### config.mk
export PLATFORM = sky130hd
export DESIGN_NAME = jesd204b_tpl_tx_v2_flat
export DESIGN_NICKNAME = d
export VERILOG_FILES = /design/src/rtl/jesd204b_tpl_tx_v2_if.sv /design/src/rtl/jesd204b_tpl_tx_v2.sv /design/src/flat_wrapper.sv
export SDC_FILE = /design/constraint.sdc
export NUM_CORES = 1
export LEC_CHECK = 0
export CAP_MARGIN = 20
export CORE_UTILIZATION = 30
export CTS_BUF_LIST = sky130_fd_sc_hd__clkbuf_8
export CTS_CLUSTER_SIZE = 16
export DETAILED_ROUTE_END_ITERATION = 10
export PLACE_DENSITY = 0.68
export SLEW_MARGIN = 20
export SYNTH_ARGS = -nofsm -noshare
export SYNTH_HDL_FRONTEND = slang
export SYNTH_SLANG_ARGS = --single-unit
### constraint.sdc
create_clock -name clk -period 1.9 [get_ports clk]
set_input_delay 0.38 -clock clk [delete_from_list [all_inputs] [get_ports clk]]
set_output_delay 0.38 -clock clk [all_outputs]
set_load 0.01 [all_outputs]
### src/rtl/jesd204b_tpl_tx_v2_if.sv
// jesd204b_tpl_tx_v2_if: converter-side and link-side signal bundle of the JESD204B TX transport layer.
interface jesd204b_tpl_tx_v2_if #(
  parameter int L = 4,
  parameter int M = 8,
  parameter int N = 11,
  parameter int CS = 2,
  parameter int NP = 16,
  parameter int S = 1
);
  localparam int MP = ((M + L - 1) / L) * L;
  localparam int F = S * NP * MP / (8 * L);
  localparam int CW = S * M * CS > 0 ? S * M * CS : 1;
  logic [S*M*N-1:0] tx_datain;
  logic [CW-1:0] tx_ctrlin;
  logic tx_valid;
  logic tx_ready;
  logic link_ready;
  logic [1:0] test_mode;
  logic [8*F*L-1:0] tx_dataout;
  logic tx_dataout_valid;
  modport master (
    output tx_datain, tx_ctrlin, tx_valid, link_ready, test_mode,
    input tx_ready, tx_dataout, tx_dataout_valid
  );
  modport slave (
    input tx_datain, tx_ctrlin, tx_valid, link_ready, test_mode,
    output tx_ready, tx_dataout, tx_dataout_valid
  );
endinterface

### src/rtl/jesd204b_tpl_tx_v2.sv
// jesd204b_tpl_tx_v2: JESD204B TX transport layer packing converter samples into lane octets, with test patterns.
// Define TPL_TAIL_PRBS_EN to fill tail bits from a PRBS-9 (x^9+x^5+1) sequence instead of zeros.
module jesd204b_tpl_tx_v2 #(
  parameter int L = 4,
  parameter int M = 8,
  parameter int N = 11,
  parameter int CS = 2,
  parameter int NP = 16,
  parameter int S = 1
) (
  input logic clk,
  input logic rst,
  jesd204b_tpl_tx_v2_if.slave bus
);
  localparam int MP = ((M + L - 1) / L) * L;
  localparam int W = MP * S / L;
  localparam int F = S * NP * MP / (8 * L);
  localparam int TW = NP - N - CS;
  localparam int CW = S * M * CS > 0 ? S * M * CS : 1;
  localparam int CSW = CS > 0 ? CS : 1;
  localparam int DW = 8 * F * L;
  localparam int SW = S * M * N;
  typedef enum logic [1:0] {NORMAL = 2'b00, RAMP = 2'b01, CHECKER = 2'b10, MIDSCALE = 2'b11} mode_e;
  if ((S * NP * MP) % (8 * L) != 0 || N + CS > NP) begin : g_bad_cfg
    $error("jesd204b_tpl_tx_v2: F not integral or N+CS > NP");
  end
  function automatic logic [N-1:0] alt(input logic msb);
    logic [N-1:0] r;
    r = '0;
    for (int i = 0; i < N; i++) r[i] = msb ^ ((N - 1 - i) % 2 == 1);
    return r;
  endfunction
  mode_e mode;
  logic gen;
  logic [SW-1:0] pat, s1_data_d, s1_data_q;
  logic [CW-1:0] s1_ctrl_d, s1_ctrl_q;
  logic s1_valid_d, s1_valid_q;
  logic [N-1:0] cnt_d, cnt_q;
  logic phase_d, phase_q;
  logic [NP-1:0] word;
  logic [DW-1:0] packed_w, dout_d, dout_q;
  logic dout_valid_q;
`ifdef TPL_TAIL_PRBS_EN
  logic [8:0] lfsr, lfsr_d, lfsr_q;
`endif
  assign mode = mode_e'(bus.test_mode);
  assign gen = mode != NORMAL && bus.link_ready;
  assign bus.tx_ready = bus.link_ready && mode == NORMAL && !rst;
  assign bus.tx_dataout = dout_q;
  assign bus.tx_dataout_valid = dout_valid_q;
  always_comb begin
    pat = '0;
    for (int g = 0; g < M * S; g++)
      pat[g*N +: N] = mode == RAMP ? cnt_q + N'(g % S) : mode == CHECKER ? alt(~phase_q) : N'(1) << (N - 1);
    s1_valid_d = mode == NORMAL ? bus.tx_valid && bus.tx_ready : bus.link_ready;
    s1_data_d = mode == NORMAL ? bus.tx_datain : pat;
    s1_ctrl_d = mode == NORMAL ? bus.tx_ctrlin : '0;
    cnt_d = mode != RAMP ? '0 : gen ? cnt_q + N'(S) : cnt_q;
    phase_d = mode == CHECKER && (phase_q ^ gen);
  end
  // Words past M*S belong to padding converters and stay zero, so they consume no tail bits.
  always_comb begin
    packed_w = '0;
    word = '0;
`ifdef TPL_TAIL_PRBS_EN
    lfsr = lfsr_q;
`endif
    for (int g = 0; g < M * S; g++) begin
      word = NP'(s1_data_q[g*N +: N]) << (NP - N);
      if (CS > 0) word = word | (NP'(CSW'(s1_ctrl_q >> (g * CS))) << TW);
`ifdef TPL_TAIL_PRBS_EN
      for (int t = TW - 1; t >= 0; t--) begin
        word[t] = lfsr[8];
        lfsr = {lfsr[7:0], lfsr[8] ^ lfsr[4]};
      end
`endif
      packed_w[(g / W) * W * NP + (W - 1 - g % W) * NP +: NP] = word;
    end
`ifdef TPL_TAIL_PRBS_EN
    lfsr_d = s1_valid_q ? lfsr : lfsr_q;
`endif
    dout_d = s1_valid_q ? packed_w : dout_q;
  end
  always_ff @(posedge clk) begin
    if (rst) begin
      s1_data_q <= '0;
      s1_ctrl_q <= '0;
      s1_valid_q <= 1'b0;
      cnt_q <= '0;
      phase_q <= 1'b0;
      dout_q <= '0;
      dout_valid_q <= 1'b0;
    end else begin
      s1_data_q <= s1_data_d;
      s1_ctrl_q <= s1_ctrl_d;
      s1_valid_q <= s1_valid_d;
      cnt_q <= cnt_d;
      phase_q <= phase_d;
      dout_q <= dout_d;
      dout_valid_q <= s1_valid_q;
    end
  end
`ifdef TPL_TAIL_PRBS_EN
  always_ff @(posedge clk) lfsr_q <= rst ? 9'h1FF : lfsr_d;
`endif
endmodule

### src/flat_wrapper.sv
// flat-port wrapper written by rule: the top's interface ports become plain ports
module jesd204b_tpl_tx_v2_flat 
#(
  parameter int L = 4,
  parameter int M = 8,
  parameter int N = 11,
  parameter int CS = 2,
  parameter int NP = 16,
  parameter int S = 1
)
  (clk, rst, bus_tx_datain, bus_tx_ctrlin, bus_tx_valid, bus_link_ready, bus_test_mode, bus_tx_ready, bus_tx_dataout, bus_tx_dataout_valid);
  jesd204b_tpl_tx_v2_if #(.L(L), .M(M), .N(N), .CS(CS), .NP(NP), .S(S)) bus_i ();
  input logic clk;
  input logic rst;
  input wire logic [$bits(bus_i.tx_datain)-1:0] bus_tx_datain;
  input wire logic [$bits(bus_i.tx_ctrlin)-1:0] bus_tx_ctrlin;
  input wire logic [$bits(bus_i.tx_valid)-1:0] bus_tx_valid;
  input wire logic [$bits(bus_i.link_ready)-1:0] bus_link_ready;
  input wire logic [$bits(bus_i.test_mode)-1:0] bus_test_mode;
  output wire logic [$bits(bus_i.tx_ready)-1:0] bus_tx_ready;
  output wire logic [$bits(bus_i.tx_dataout)-1:0] bus_tx_dataout;
  output wire logic [$bits(bus_i.tx_dataout_valid)-1:0] bus_tx_dataout_valid;
  assign bus_i.tx_datain = bus_tx_datain;
  assign bus_i.tx_ctrlin = bus_tx_ctrlin;
  assign bus_i.tx_valid = bus_tx_valid;
  assign bus_i.link_ready = bus_link_ready;
  assign bus_i.test_mode = bus_test_mode;
  assign bus_tx_ready = bus_i.tx_ready;
  assign bus_tx_dataout = bus_i.tx_dataout;
  assign bus_tx_dataout_valid = bus_i.tx_dataout_valid;
  jesd204b_tpl_tx_v2 #(.L(L), .M(M), .N(N), .CS(CS), .NP(NP), .S(S)) u_core (.clk(clk), .rst(rst), .bus(bus_i));
endmodule
==> metrics.txt <==
status complete, no violations; share of cells above drive strength 1 12.09%; CTS Hold Bufs 0; critical-path maximum fanout 2; worst setup path category primary input to primary output; Setup Slack @ Placement -310.0 ps; met3 Use GR 4.778%; portion of the post-synthesis area used by sequential elements 58.69%; Final setup violation count 0; Critical Path AT 1440 ps; aggregate global routing overflow 0; unrepaired setup endpoints after global routing false; post-synthesis instance total 683; worst path setup slack after routing 84.79 ps; maximum buffer depth of the clock tree 3; path type of the worst min-delay path primary input to flop; mean number of vias per cell 4.385; die width 160.9 um; Crit path required time 1520 ps; clock insertion delay at the later pin of the skew report 510 ps; Inserted Diodes 0; Post-layout nets 1052; total routed wirelength 20.68 mm; half-perimeter wire length after placement 13.93 mm; Worst setup startpoint bus_test_mode[1]; Cell Chain, Critical Path clkdlybuf4s50_1 -> nor3_4 -> and2_1 -> dlygate4sd2_1; Root Driver clkbuf_8; CTS Buf Count 39; antenna violations before repair 0; max_slew headroom 63.81%; transition at the pin with the smallest max-transition slack 542.8 ps; commonest non-fill, non-tap cell in the layout dfxtp_1; average instance area after synthesis 11.09 um^2; count of buffering cells on the critical path with inverters included 2; count of final max-slew check failures 0; Netlist cell types 32; ports placed on the boundary 240; Synth Warn # 0; cell area after synthesis 0.007572 mm^2; number of placement rows 57; synthesis-to-finish area growth 46.55%; Finished Cell Area 0.01110 mm^2; clock tree from TritonCTS done; antenna-violating nets left 0; Critical-path top delay cell clkdlybuf4s50_1; number of global-route vias before repair 5606; family with the most delay on the worst path buffers and inverters; height of the chip 160.9 um; total power of the final layout 0.009859 W; startpoint of the lowest-slack hold path rst; total core area 0.02453 mm^2; clock-pin transition on the worst setup and hold timing paths 50 ps; average routed wire per standard cell 16.01 um; Post-Route Skew 8.359 ps; GR met2 Demand/Resource 26.00%; via count 5666; final period demand of the worst path 1815 ps; Post-Place Cell Area 0.01033 mm^2; htree depth 2; Static Leak 4.874 nW; number of hold violations in the final report 0; drt first-iter violations 214; Global Route Usage Sum 15.84%; flip-flop and latch count after synthesis 222; global placer's final weighted congestion 0.7264; busiest layer in global routing met2; met1 track demand over resource 19.39%; TritonCTS Sinks 222; Critical Path Source Type primary input; drt drc 0; post-route fraction of the period consumed by the critical path 95.54%; effective utilization at floorplan 30.86%; first-pass GRT wire length 31.55 mm; commonest cells after routing, fill and taps aside dfxtp_1 (221), clkdlybuf4s50_1 (212), nor2_1 (107); IO buf count 215; largest stage delay on the critical path 460 ps; Setup TNS 0 ps; RR Startpoint u_core.cnt_q[4]; peak clock frequency supported by timing 550.9 MHz; number of flops mapped to enable cells by yosys 0; element type at the critical path end primary output; most frequently used flop master after synthesis dfxtp_1; pin count of the biggest net entering global routing 112; Worst IR Drop VDD 0.0004582 V; area enclosed by the die boundary 0.02588 mm^2; number of max-capacitance violations reported 0; number of search-and-repair iterations in the first detailed-routing pass 8; power density over the cells 888.5 mW/mm^2; async set or reset register ratio after synthesis 0%
-- final timing paths --
path	to	cells after the start	slack [ps]
worst max-delay path	bus_tx_ready	4	80
worst min-delay path	u_core.s1_data_q[66]	4	350
worst max register to register	u_core.cnt_q[8]	3	390
worst min register to register	u_core.bus.tx_dataout[120]	2	460
-- flip-flops by register name, summed over array words and instances (netlist names) --
| register | count |
|---|---|
| u_core.bus.tx_dataout_valid | 1 |
| u_core.s1_data_q | 88 |
| u_core.s1_ctrl_q | 16 |
| u_core.cnt_q | 11 |
| u_core.s1_valid_q | 1 |
| u_core.phase_q | 1 |
| u_core.bus.tx_dataout | 104 |
-- layer usage --
metal	wire, um	part of all wire (%)
met1	8907	43
met2	9840	48
met3	1547	7.5
met4	388	1.9
met5	0	0
-- worst register-to-register path: stages, from the launching register on --
cell,delay (ps)
dfxtp_1,420
nand4_1,320
or4_1,560
a21oi_1,150
-- synth_stat cells, types with 2 or more instances --
cell / count / area, um^2
xnor2_1: 2 / 17.52
o21ai_0: 11 / 55.05
o31ai_1: 5 / 37.54
nand4_1: 4 / 25.02
buf_4: 24 / 180.2
and2_1: 17 / 106.4
or4_1: 5 / 37.54
a21oi_2: 5 / 43.79
nand3b_1: 11 / 82.58
nor2_1: 107 / 401.6
buf_2: 24 / 120.1
or3_1: 3 / 18.77
a21oi_1: 8 / 40.04
nand2_1: 13 / 48.80
mux2i_1: 105 / 1051
clkbuf_1: 19 / 71.32
a21o_1: 80 / 600.6
dfxtp_1: 222 / 4444
a21oi_4: 5 / 81.33
-- cells by family after synthesis --
kind of cell	Yosys count	share of synthesized area, %
AO/OA/AOI/OAI	116	11.60
other	1	0.04952
XOR/XNOR	3	0.3471
buffers and inverters	67	4.908
multiplexers	105	13.88
flip-flops	222	58.69
adder cells (fa/ha/maj)	1	0.1652
AND/OR/NAND/NOR	168	10.36
-- repair_timing --
action                     4_1_cts  5_1_grt
gates resized for setup          1        1
cloned                           0        0
buffers inserted                 0        0
setup endpoints to repair        1        1
-- final cells by class --
type,count,area [um^2]
Clock inverter,19,86.33
Tap cell,324,405.4
Clock buffer,49,674.4
Multi-Input combinational cell,417,2849
Sequential cell,222,4448
Fill cell,2318,13440
Timing Repair Buffer,261,2634
-- where the power goes --
group          switching (W)  internal (W)
clock                0.00186       0.00231
combinational       0.000336      0.000480
sequential         0.0000669       0.00481
-- per-stage QoR --
step	cells	hold WS [ps]	util, %
3_5_place_dp	1224	453.3	42.13
2_1_floorplan	706	440.3	-
4_1_cts	1292	305.4	45.22
6_report	1292	351.3	45.23
3_3_place_gp	1224	443.3	42.13
5_1_grt	1292	317.6	45.23
No activity file was read; power rests on OpenSTA's default activity.
